**src/rtl/mult_booth_ctrl.sv**
```systemverilog
// Radix-2 Booth multiplier sequencer: drives datapath controls, captures product.
// Optional MULT_FAST_SKIP_EN skips the ADD cycle for 00/11 Booth pairs.
package mult_booth_pkg;
    typedef struct packed {
        logic load_A;
        logic load_B;
        logic load_add;
        logic shift_HQ_LQ_Q_1;
        logic add_sub;
    } mult_control_t;
endpackage

module mult_booth_ctrl
    import mult_booth_pkg::*;
#(
    parameter int N = 8
) (
    input  logic          clk,
    input  logic          rst,
    input  logic          start,
    output logic          start_ready,
    input  logic [N-1:0]  A_in,
    input  logic [N-1:0]  B_in,
    output logic [N-1:0]  A,
    output logic [N-1:0]  B,
    output logic          dp_clr,
    output mult_control_t mult_control,
    input  logic [1:0]    Q_LSB,
    input  logic [2*N-1:0] Y,
    output logic [2*N-1:0] product,
    output logic          result_valid,
    input  logic          result_ready,
    output logic          busy
);
    localparam int CW = $clog2(N);

    typedef enum logic [2:0] {
        IDLE, CLEAR, LOAD, EVAL, ADD, SHIFT, CAPTURE, DONE
    } state_t;

    state_t        state, state_nxt;
    logic [CW-1:0] cnt;
    logic [1:0]    op;

    assign start_ready = (state == IDLE);
    assign busy        = (state != IDLE);

    always_ff @(posedge clk or negedge rst) begin
        if (!rst) begin
            state        <= IDLE;
            A            <= '0;
            B            <= '0;
            cnt          <= '0;
            op           <= '0;
            product      <= '0;
            result_valid <= 1'b0;
        end else begin
            state <= state_nxt;
            unique case (state)
                IDLE: begin
                    if (start) begin
                        A   <= A_in;
                        B   <= B_in;
                        cnt <= '0;
                    end
                end
                EVAL:  op  <= Q_LSB;
                SHIFT: cnt <= cnt + 1'b1;
                CAPTURE: begin
                    product      <= Y;
                    result_valid <= 1'b1;
                end
                DONE: begin
                    if (result_ready)
                        result_valid <= 1'b0;
                end
                default: ;
            endcase
        end
    end

    // Controls decode only from registered state/op, so they cannot glitch.
    always_comb begin
        state_nxt            = state;
        mult_control         = '0;
        mult_control.add_sub = (state != IDLE);
        dp_clr               = 1'b0;
        unique case (state)
            IDLE: begin
                if (start)
                    state_nxt = CLEAR;
            end
            CLEAR: begin
                dp_clr    = 1'b1;
                state_nxt = LOAD;
            end
            LOAD: begin
                mult_control.load_A = 1'b1;
                mult_control.load_B = 1'b1;
                state_nxt           = EVAL;
            end
            EVAL: begin
`ifdef MULT_FAST_SKIP_EN
                state_nxt = (Q_LSB[1] ^ Q_LSB[0]) ? ADD : SHIFT;
`else
                state_nxt = ADD;
`endif
            end
            ADD: begin
                unique case (1'b1)
                    (op == 2'b01): begin
                        mult_control.load_add = 1'b1;
                        mult_control.add_sub  = 1'b1;
                    end
                    (op == 2'b10): begin
                        mult_control.load_add = 1'b1;
                        mult_control.add_sub  = 1'b0;
                    end
                    default: ;
                endcase
                state_nxt = SHIFT;
            end
            SHIFT: begin
                mult_control.shift_HQ_LQ_Q_1 = 1'b1;
                state_nxt = (cnt == CW'(N - 1)) ? CAPTURE : EVAL;
            end
            CAPTURE: state_nxt = DONE;
            DONE: begin
                if (result_ready)
                    state_nxt = IDLE;
            end
            default: state_nxt = IDLE;
        endcase
    end
endmodule

```
**config.mk**
```make
export PLATFORM = sky130hd
export DESIGN_NAME = mult_booth_ctrl
export DESIGN_NICKNAME = d
export VERILOG_FILES = /design/src/rtl/mult_booth_ctrl.sv
export SDC_FILE = /design/constraint.sdc
export NUM_CORES = 1
export LEC_CHECK = 0
export ABC_AREA = 1
export BUFFER_PORTS_ARGS = -buffer_cell sky130_fd_sc_hd__clkbuf_2
export CORE_UTILIZATION = 47
export CTS_BUF_LIST = sky130_fd_sc_hd__clkbuf_4 sky130_fd_sc_hd__clkbuf_8 sky130_fd_sc_hd__clkbuf_16
export DETAILED_ROUTE_END_ITERATION = 8
export GPL_TIMING_DRIVEN = 0
export PLACE_DENSITY = 0.79
export SETUP_SLACK_MARGIN = 0.2
export SLEW_MARGIN = 20
export SYNTH_ARGS = -nofsm -noshare
export SYNTH_HDL_FRONTEND = slang
export SYNTH_SLANG_ARGS = --single-unit
```
**constraint.sdc**
```tcl
create_clock -name clk -period 1.5 [get_ports clk]
set_input_delay 0.225 -clock clk [delete_from_list [all_inputs] [get_ports clk]]
set_output_delay 0.225 -clock clk [all_outputs]
set_load 0.01 [all_outputs]
```
==> results.md, run 1 <==
* Vias in the first global route at 1447
* Final net count at 329
* Largest net degree at the start of global routing at 42
* Synth Area per Inst at 10.4 sq um
* Logic pwr share at 0.539
* Post-Syn Nets at 224
* Worst-path clk slew at 0.08 ns
* Die area at 4210 sq um
* Slew margin rel. at 0.420
* Ant diodes at 0
* Status: complete, but fails checks
* Die Ht at 64.9 microns
* CP max stage delay at 0.39 ns
* Cts hold-fix bufs at 0
* Area growth from synthesis to layout at 52.8%
* Clock share of power at 0.145
* Required @ worst endpoint at 1.27 ns
* R2r setup slk at -0.08 ns
* Antenna Violating Nets Remaining at 0
* GPL Wtd Cong at 0.742
* Die Width at 64.9 microns
* WL final at 4500 microns
* Slowest cell on crit path: dfrtp_1
* Max Cap Viol at 0
* Clk sinks at 41
* Core Area at 3720 sq um
* EDFF count, synth at 0
* Reg-to-reg startpoint: state[1]
* Design Area, Final at 2840 sq um
* Power Density at 2200 nW/um^2
* Initial core utilization at 0.500
* Dpl cells at 304
* Clock Skew at 0.00493 ns
* Count leader, synth: nand2_1
* Crit Path Category: reg -> out
* Rows at 22
* Synth cell count leaders: 55 x nand2_1, 41 x dfrtp_1, 23 x nand3_1
* GR Util All Layers at 0.203
* Final hold viol count at 0
* GR Overflow Total at 0
* Synthesized flop and latch total at 41
* TritonCTS clock tree: done
* Sequential power share at 0.316
* H-tree levels at 2
* Top_reg_cell synth: dfrtp_1
* Sw frac at 0.369
* Min-delay worst type: in -> async
* 1st-iter DRT viols at 53
* Routed len/inst at 13.5 microns
* Clk Latency, worst-skew pair at 0.28 ns
* Unrepaired setup endpoints after global routing: true
* Sequential share of the synthesized area at 0.553
* First-pass GRT wire length at 6420 microns
* Routed vias/inst at 4.95
* Setup crit end kind: output port
* DP Area at 2330 sq um
* Share of layout cells above drive strength 1 at 0.547
* Max Fanout on Critical Path at 2
* Arr. time, crit path at 1.43 ns
* Warnings from Yosys at 0
* Cell-internal power at 0.00393 W
* Synth cell types at 19
* Dpl hpwl at 2590 microns
* Leakage Power at 1.58 nW
* Final period utilization at 1.10
* PortBufs at 77
* Netlist Area Pre-Place at 1860 sq um
* Failing checks: negative setup slack
* Maximum vdd ir drop at 0.00126 V
* CTS Buf Count at 5
* Placement Setup Slack at -0.0261 ns
* Reported net switching power at 0.00230 W
* Final Non-Filler Cells at 333
* Pins over their slew limit at 0
* Synth top area cells: dfrtp_1 55%, nand2_1 11%, mux2_4 7.3%
* Final Setup Violations at 26
* Ports at 79
* Post-synth top area cell: dfrtp_1
* CTS max path bufs at 2
* Critical Path Start Type: flip-flop
* Syn Inst Count at 179
* DRC viols at 0
* PnR worst setup slack at -0.152 ns
* Cell Chain, Critical Path: buf_4 -> buf_6 -> ha_4 -> inv_4 -> nor2_4 -> buf_4 -> buf_6
* Share of flip-flops with an asynchronous set or reset at 1.00
* Crit path from: state[1]
* Post-synth top area share at 0.553
* Routed via count at 1647
* Root Buffer: clkbuf_8
* Initial antenna violation count at 0
* TritonRoute pass-1 iters at 4
* Min Tclk post-route at 1.65 ns
* Fmax at 605 MHz
* Worst slew pin tran at 0.869 ns
-- state kept, by name, indices dropped and copies added, names as in the netlist --
signal	count
cnt	3
A	8
state	3
result_valid	1
B	8
op	2
product	16
-- timing repair --
item / 4_1_cts / 5_1_grt
resized for setup: 33 / 22
endpoints found under the setup margin: 35 / 45
setup buffers: 13 / 6
pin swaps: 8 / 7
gates cloned: 1 / 1
-- metrics by stage --
| stage | total power, W | setup TNS (ns) | utilization | hold slack (ns) |
|---|---|---|---|---|
| detailed placement | 0.00436 | -0.0474 | 0.627 | 0.431 |
| CTS | 0.00586 | -0.371 | 0.725 | 0.121 |
| global route | 0.00662 | -2.74 | 0.764 | 0.126 |
| floorplan | 0.00352 | 0 | - | -0.0706 |
| global placement | 0.00428 | -0.000309 | 0.627 | 0.431 |
| finish | 0.00623 | -1.71 | 0.764 | 0.0526 |
-- cell families (layout without fill, tap and decap cells) --
| family | Yosys count | in the layout | share of synthesized area |
|---|---|---|---|
| flops | 41 | 41 | 0.553 |
| compound gates | 5 | 5 | 0.0135 |
| buf+inv | 20 | 126 | 0.0606 |
| mux | 16 | 16 | 0.115 |
| fa+ha+maj | 7 | 7 | 0.0472 |
| simple gates | 90 | 90 | 0.211 |
-- power groups by stage --
| stage | clock (W) | combinational, W | sequential, W |
|---|---|---|---|
| 2_1_floorplan | 0 | 0.00137 | 0.00215 |
| 3_3_place_gp | 0 | 0.00233 | 0.00195 |
| 3_5_place_dp | 0 | 0.00240 | 0.00197 |
| 4_1_cts | 0.000922 | 0.00298 | 0.00196 |
| 5_1_grt | 0.000970 | 0.00362 | 0.00202 |
| 6_report | 0.000902 | 0.00336 | 0.00197 |
-- final cells by class --
class / instances / area (sq um)
inverter: 12 / 52.6
multi-input combinational: 118 / 865
fill: 264 / 878
clock inverter: 2 / 37.5
clock buffer: 6 / 82.6
buffer: 8 / 88.8
sequential: 41 / 1030
tap: 48 / 60.1
timing repair buffer: 98 / 626
-- routing by layer --
layer  wire length (microns)  share of wire  track usage
met1                    1890           0.42        0.250
met2                    2240           0.50        0.344
met3                     320          0.071       0.0493
met4                      53          0.012       0.0722
met5                       0              0            0
-- critical path, delay by kind of cell, from the launching register on --
kind	cells	cell delay [ns]
AND/OR/NAND/NOR	1	0.04
adder cells (fa/ha/maj)	1	0.16
flip-flops	1	0.39
buffers and inverters	5	0.55
-- cells in the final DEF (no fill, tap or decap), types with 3 or more instances in the layout --
cell / n
buf_4: 14
inv_2: 4
dfrtp_1: 41
nand2_2: 6
nor2_1: 6
buf_2: 5
buf_8: 3
inv_1: 5
clkbuf_8: 6
nand2_1: 49
inv_4: 3
nand3_1: 20
mux2_4: 16
buf_6: 10
nor2_4: 3
ha_4: 4
nand3_2: 3
clkbuf_2: 70
-- path summary, 6_finish.rpt --
| path | cells past startpoint | to |
|---|---|---|
| setup / recovery | 7 | mult_control[4] |
| hold / removal | 1 | A[3] |
| setup reg to reg | 7 | product[0] |
| hold reg to reg | 2 | A[2] |
| max in group asynchronous | 1 | product[4] |
| min in group clk | 3 | B[4] |
Note: power is estimated with default switching activity, not from simulation.
==> run 2: changes to the inputs <==
--- a/config.mk
+++ b/config.mk
@@ -13,6 +13,7 @@
 export GPL_TIMING_DRIVEN = 0
 export PLACE_DENSITY = 0.79
 export SETUP_SLACK_MARGIN = 0.2
+export SKIP_LAST_GASP = 1
 export SLEW_MARGIN = 20
 export SYNTH_ARGS = -nofsm -noshare
 export SYNTH_HDL_FRONTEND = slang
==> constraint.sdc (replaced) <==
create_clock -name clk -period 1.7 [get_ports clk]
set_input_delay 0.255 -clock clk [delete_from_list [all_inputs] [get_ports clk]]
set_output_delay 0.255 -clock clk [all_outputs]
set_load 0.01 [all_outputs]
==> run 2 against run 1 <==
Effect of this change: combinational power shrank 17%; the flow now finishes without violations; largest power group unchanged; die area is the same; clock-buffer cell count grew 1; core utilization shrank 1.9 points; sequential share of layout area grew 0.90 points; total power shrank 14%; global-route usage grew 0.74 points.
==> results.md, run 2 (synthesis gave the netlist of run 1 again) <==
* Setup crit end kind: output port
* Share of layout cells above drive strength 1 at 0.518 (-0.0298)
* Die Ht at 64.9 microns (unchanged)
* Arr. time, crit path at 1.38 ns (-0.05 ns)
* Slew margin rel. at 0.419 (-0.00103)
* Dpl cells at 304 (unchanged)
* GR Util All Layers at 0.210 (+0.00741)
* H-tree levels at 2 (unchanged)
* DRC viols at 0 (unchanged)
* Fmax at 613 MHz
* Die area at 4210 sq um (unchanged)
* Crit path buf inv count at 5 (unchanged)
* Ant diodes at 0 (unchanged)
* FILL cells at 283 (+7.2%)
* Cell Chain, Critical Path: inv_2 -> buf_4 -> ha_4 -> inv_2 -> nor2_4 -> buf_4 -> clkbuf_2
* Final net count at 328 (-0.30%)
* Worst-path clk slew at 0.07 ns (about the same)
* CTS max path bufs at 2 (unchanged)
* Area growth from synthesis to layout at 49.1%
* Max Fanout on Critical Path at 3 (+1)
* Clk sinks at 41 (unchanged)
* Sequential power share at 0.327 (+0.011)
* Logic pwr share at 0.522 (-0.017)
* Cts hold-fix bufs at 0 (unchanged)
* Ports at 79 (unchanged)
* Required @ worst endpoint at 1.44 ns (+0.17 ns)
* TritonCTS clock tree: done
* CTS Buf Count at 5 (unchanged)
* Utilization after layout at 0.745 (-0.0185)
* Maximum vdd ir drop at 0.000860 V (-32%)
* Crit path from: state[0]
* Final hold viol count at 0 (unchanged)
* TritonRoute pass-1 iters at 4 (unchanged)
* Routed vias/inst at 4.88 (-1.4%)
* Initial core utilization at 0.500 (unchanged)
* GPL Wtd Cong at 0.806 (+8.6%)
* Final period utilization at 0.960
* First-pass GRT wire length at 6690 microns (+4.3%)
* Initial antenna violation count at 0 (unchanged)
* Status: finished clean
* Pins over their slew limit at 0 (unchanged)
* Worst hold slack at 0.0852 ns (+0.0326 ns)
* Reg with most FFs: product
* Top flop regs: product x16, A x8, B x8
* Clock Skew at 0.00584 ns (+0.000908 ns)
* Unrepaired setup endpoints after global routing: true
* Critical Path Start Type: flip-flop
* Reg-to-reg startpoint: state[0]
* Final Non-Filler Cells at 332 (-0.30%)
* Crit Path Category: reg -> out
* Commonest non-fill, non-tap cell in the layout: clkbuf_2
* PortBufs at 77 (unchanged)
* Commonest non-fill, non-tap cells in the layout: 72 x clkbuf_2, 52 x nand2_1, 41 x dfrtp_1
* Leakage Power at 1.58 nW (+0.24%)
* Largest net degree at the start of global routing at 42 (unchanged)
* Sw frac at 0.366 (-0.00270)
* WL final at 4410 microns (-2.1%)
* Routed via count at 1619 (-1.7%)
* Min-delay worst type: in -> async
* Final Setup Violations at 0 (-100%)
* Power Density at 1920 nW/um^2 (-12%)
* GR Overflow Total at 0 (unchanged)
* Die Width at 64.9 microns (unchanged)
* Cell-internal power at 0.00338 W (-14%)
* Worst slew pin tran at 0.871 ns (+0.00155 ns)
* Vias in the first global route at 1535 (+6.1%)
* Clock share of power at 0.150 (+0.005)
* Core Area at 3720 sq um (unchanged)
* Dpl hpwl at 2800 microns (+8.1%)
* CP max stage delay at 0.38 ns (about the same)
* 1st-iter DRT viols at 72 (+36%)
* Max Cap Viol at 0 (unchanged)
* Reported net switching power at 0.00195 W (-15%)
* Rows at 22 (unchanged)
* Tot Pwr at 0.00533 W (-14%)
* Root Buffer: clkbuf_8
* Routed len/inst at 13.3 microns (-1.8%)
* Antenna Violating Nets Remaining at 0 (unchanged)
* Total negative slack at 0 ns (+1.71 ns)
* Slowest cell on crit path: dfrtp_1
* Clk Latency, worst-skew pair at 0.28 ns (about the same)
* CP top delay family: buffers and inverters
* Min Tclk post-route at 1.63 ns
* Max FFs per register at 16 (unchanged)
==> run 2: layout make-up <==
class / count / area, sq um / share of cell area
multi-input combinational: 118 / 837 / 0.302
sequential: 41 / 1030 / 0.371
clock inverter: 1 / 30.0 / 0.0108
inverter: 12 / 45.0 / 0.0163
buffer: 8 / 81.3 / 0.0294
timing repair buffer: 97 / 599 / 0.216
tap: 48 / 60.1 / 0.0217
clock buffer: 7 / 90.1 / 0.0325
==> run 2: stage by stage <==
step	setup WS, ns	cell area (sq um)
after floorplan	0.240	1860
final	0.0686	2770
after CTS	0.0411	2630
after global routing	0.00357	2770
after detailed placement	0.00410	2300
after global placement	0.0568	2300
==> run 2: path summary, 6_finish.rpt <==
path / end / slack [ns] / cells after the start
worst max-delay path: mult_control[4] / 0.07 / 7
worst min-delay path: op[0] / 0.09 / 1
worst max register to register: product[15] / 0.12 / 8
worst min register to register: A[1] / 0.48 / 2
max in group asynchronous: state[0] / 1.07 / 1
min in group clk: B[6] / 0.19 / 3
==> run 2: power by group through the flow <==
stage | sequential, W | combinational, W | clock (W)
floorplan | 0.00189 | 0.00114 | 0
global placement | 0.00171 | 0.00199 | 0
detailed placement | 0.00175 | 0.00205 | 0
CTS | 0.00173 | 0.00246 | 0.000818
global route | 0.00180 | 0.00304 | 0.000849
finish | 0.00174 | 0.00278 | 0.000802
==> run 2: layer usage <==
layer,wire (microns),track usage
met4,45,0.0694
met5,0,0
met3,224,0.0563
met2,2250,0.361
met1,1890,0.254
==> run 2: worst register-to-register path, delay by kind of cell (launching register included) <==
kind,cells,cell delay (ns)
mux,1,0.29
simple gates,1,0.06
fa+ha+maj,1,0.13
flops,1,0.40
buf+inv,5,0.60
==> run 2: what timing repair did <==
action | 4_1_cts | 5_1_grt
gates resized for setup | 20 | 31
pin swaps | 8 | 6
endpoints found under the setup margin | 30 | 38
setup buffers | 15 | 3
gates cloned | 1 | 1
==> run 3: changes to the inputs <==
==> constraint.sdc (replaced) <==
create_clock -name clk -period 1.7 [get_ports clk]
set_input_delay 0.255 -clock clk [delete_from_list [all_inputs] [get_ports clk]]
set_output_delay 0.255 -clock clk [all_outputs]
set_load 0.005 [all_outputs]
==> run 3 against run 2 <==
Effect of this change: worst hold slack gained 0.0069 ns; total power shrank 3.7%; cell count unchanged; critical path depth unchanged; sequential power about the same; highest routed layer unchanged; clock power is essentially flat; sequential share of layout area is 0.084 points higher; via count shrank 0.37%; cell area is 0.23% lower; worst setup slack better by 0.012 ns; global-route usage increased by 0.19 points.
==> results.md, run 3 (synthesis gave the netlist of run 1 again) <==
* Initial core utilization at 0.500 (unchanged)
* Commonest non-fill, non-tap cells in the layout: 75 x clkbuf_2, 52 x nand2_1, 41 x dfrtp_1
* Die Width at 64.9 microns (unchanged)
* Slew margin rel. at 0.414 (-0.00504)
* Clk Latency, worst-skew pair at 0.28 ns (about the same)
* Worst slew pin tran at 0.879 ns (+0.00755 ns)
* Clk sinks at 41 (unchanged)
* Reg with most FFs: product
* Ports at 79 (unchanged)
* Min-delay worst type: in -> async
* Antenna Violating Nets Remaining at 0 (unchanged)
* Final net count at 328 (unchanged)
* H-tree levels at 2 (unchanged)
* Vias in the first global route at 1527 (-0.52%)
* Clock Skew at 0.00508 ns (-0.000759 ns)
* TritonCTS clock tree: done
* TritonRoute pass-1 iters at 4 (unchanged)
* Pins over their slew limit at 0 (unchanged)
* Crit Path Category: reg -> out
* Share of layout cells above drive strength 1 at 0.518 (unchanged)
* Ant diodes at 0 (unchanged)
* Final Setup Violations at 0 (unchanged)
* GR Overflow Total at 0 (unchanged)
* Worst-path clk slew at 0.07 ns (about the same)
* Rows at 22 (unchanged)
* Power Density at 1860 nW/um^2 (-3.4%)
* Routed via count at 1613 (-0.37%)
* Routed vias/inst at 4.86 (-0.37%)
* Max FFs per register at 16 (unchanged)
* Top flop regs: product x16, A x8, B x8
* Core Area at 3720 sq um (unchanged)
* Total negative slack at 0 ns (unchanged)
* Die area at 4210 sq um (unchanged)
* DRC viols at 0 (unchanged)
* R2r setup slk at 0.10 ns (-0.02 ns)
* GR Util All Layers at 0.212 (+0.00189)
* Die Ht at 64.9 microns (unchanged)
* Min Tclk post-route at 1.62 ns (-0.0120 ns)
* Unrepaired setup endpoints after global routing: true
* Fmax at 618 MHz (+0.74%)
* Final period utilization at 0.953 (-0.00707)
* PortBufs at 77 (unchanged)
* Area growth from synthesis to layout at 48.8%
* Required @ worst endpoint at 1.44 ns (about the same)
* Tot Pwr at 0.00513 W (-3.7%)
* CTS max path bufs at 2 (unchanged)
* WL final at 4400 microns (-0.25%)
* Arr. time, crit path at 1.36 ns (-0.02 ns)
* Root Buffer: clkbuf_8
* Maximum vdd ir drop at 0.000877 V (+2.1%)
* Critical Path Start Type: flip-flop
* 1st-iter DRT viols at 75 (+4.2%)
* Final hold viol count at 0 (unchanged)
* Max Fanout on Critical Path at 3 (unchanged)
* Commonest non-fill, non-tap cell in the layout: clkbuf_2
* Routed len/inst at 13.2 microns (-0.25%)
* Initial antenna violation count at 0 (unchanged)
* Setup crit end kind: output port
* GPL Wtd Cong at 0.806 (unchanged)
* Dpl hpwl at 2800 microns (unchanged)
* Leakage Power at 1.57 nW (-0.27%)
* Status: finished clean
* Largest net degree at the start of global routing at 42 (unchanged)
* Max Cap Viol at 0 (unchanged)
* First-pass GRT wire length at 6730 microns (+0.61%)
* FILL cells at 285 (+0.71%)
* CTS Buf Count at 5 (unchanged)
-- run 3: final cells by class --
| class | count | area (sq um) | area share |
|---|---|---|---|
| sequential | 41 | 1030 | 0.371 |
| multi-input combinational | 118 | 837 | 0.303 |
| timing repair buffer | 97 | 593 | 0.215 |
| clock buffer | 7 | 90.1 | 0.0326 |
| buffer | 8 | 81.3 | 0.0294 |
| tap | 48 | 60.1 | 0.0217 |
| inverter | 12 | 45.0 | 0.0163 |
| clock inverter | 1 | 30.0 | 0.0109 |
-- run 3: worst paths after layout --
check,from,end,cells past startpoint
hold / removal,rst,op[0],1
hold reg to reg,A[2],A[2],2
max in group asynchronous,rst,state[2],1
setup reg to reg,state[0],product[15],8
min in group clk,B_in[6],B[6],3
setup / recovery,state[0],mult_control[4],7
-- run 3: where the power goes --
group	total, W	internal (W)	switching, W
Clock	0.000799	0.000494	0.000304
Combinational	0.00258	0.00141	0.00117
Sequential	0.00175	0.00146	0.000294
Total	0.00513	0.00336	0.00177
-- run 3: through the flow --
stage                util  hold slack (ns)  setup slack (ns)  area [sq um]  instances
detailed placement  0.620            0.457            0.0201          2300        304
floorplan               -          -0.0406             0.281          1860        179
CTS                 0.708            0.157            0.0571          2630        328
global placement    0.620            0.454            0.0728          2300        304
global route        0.743            0.166            0.0211          2760        332
finish              0.743           0.0922            0.0807          2760        332
-- run 3: routing by layer --
metal,global-route usage,part of all wire
met5,0,0
met4,0.0583,0.0030
met3,0.0528,0.048
met2,0.370,0.52
met1,0.259,0.43
-- run 3: timing repair --
item,in CTS,in global routing
gates resized for setup,21,25
pin swaps,8,4
gates cloned,1,1
buffers inserted,15,3
hold endpoints to repair,0,0
hold buffers,0,0
endpoints found under the setup margin,29,38
-- run 3: worst max-delay path: stages (launching register included) --
cell	delay, ns
dfrtp_1	0.38
inv_2	0.07
buf_4	0.14
ha_4	0.16
inv_2	0.08
nor2_4	0.04
buf_4	0.12
clkbuf_2	0.10
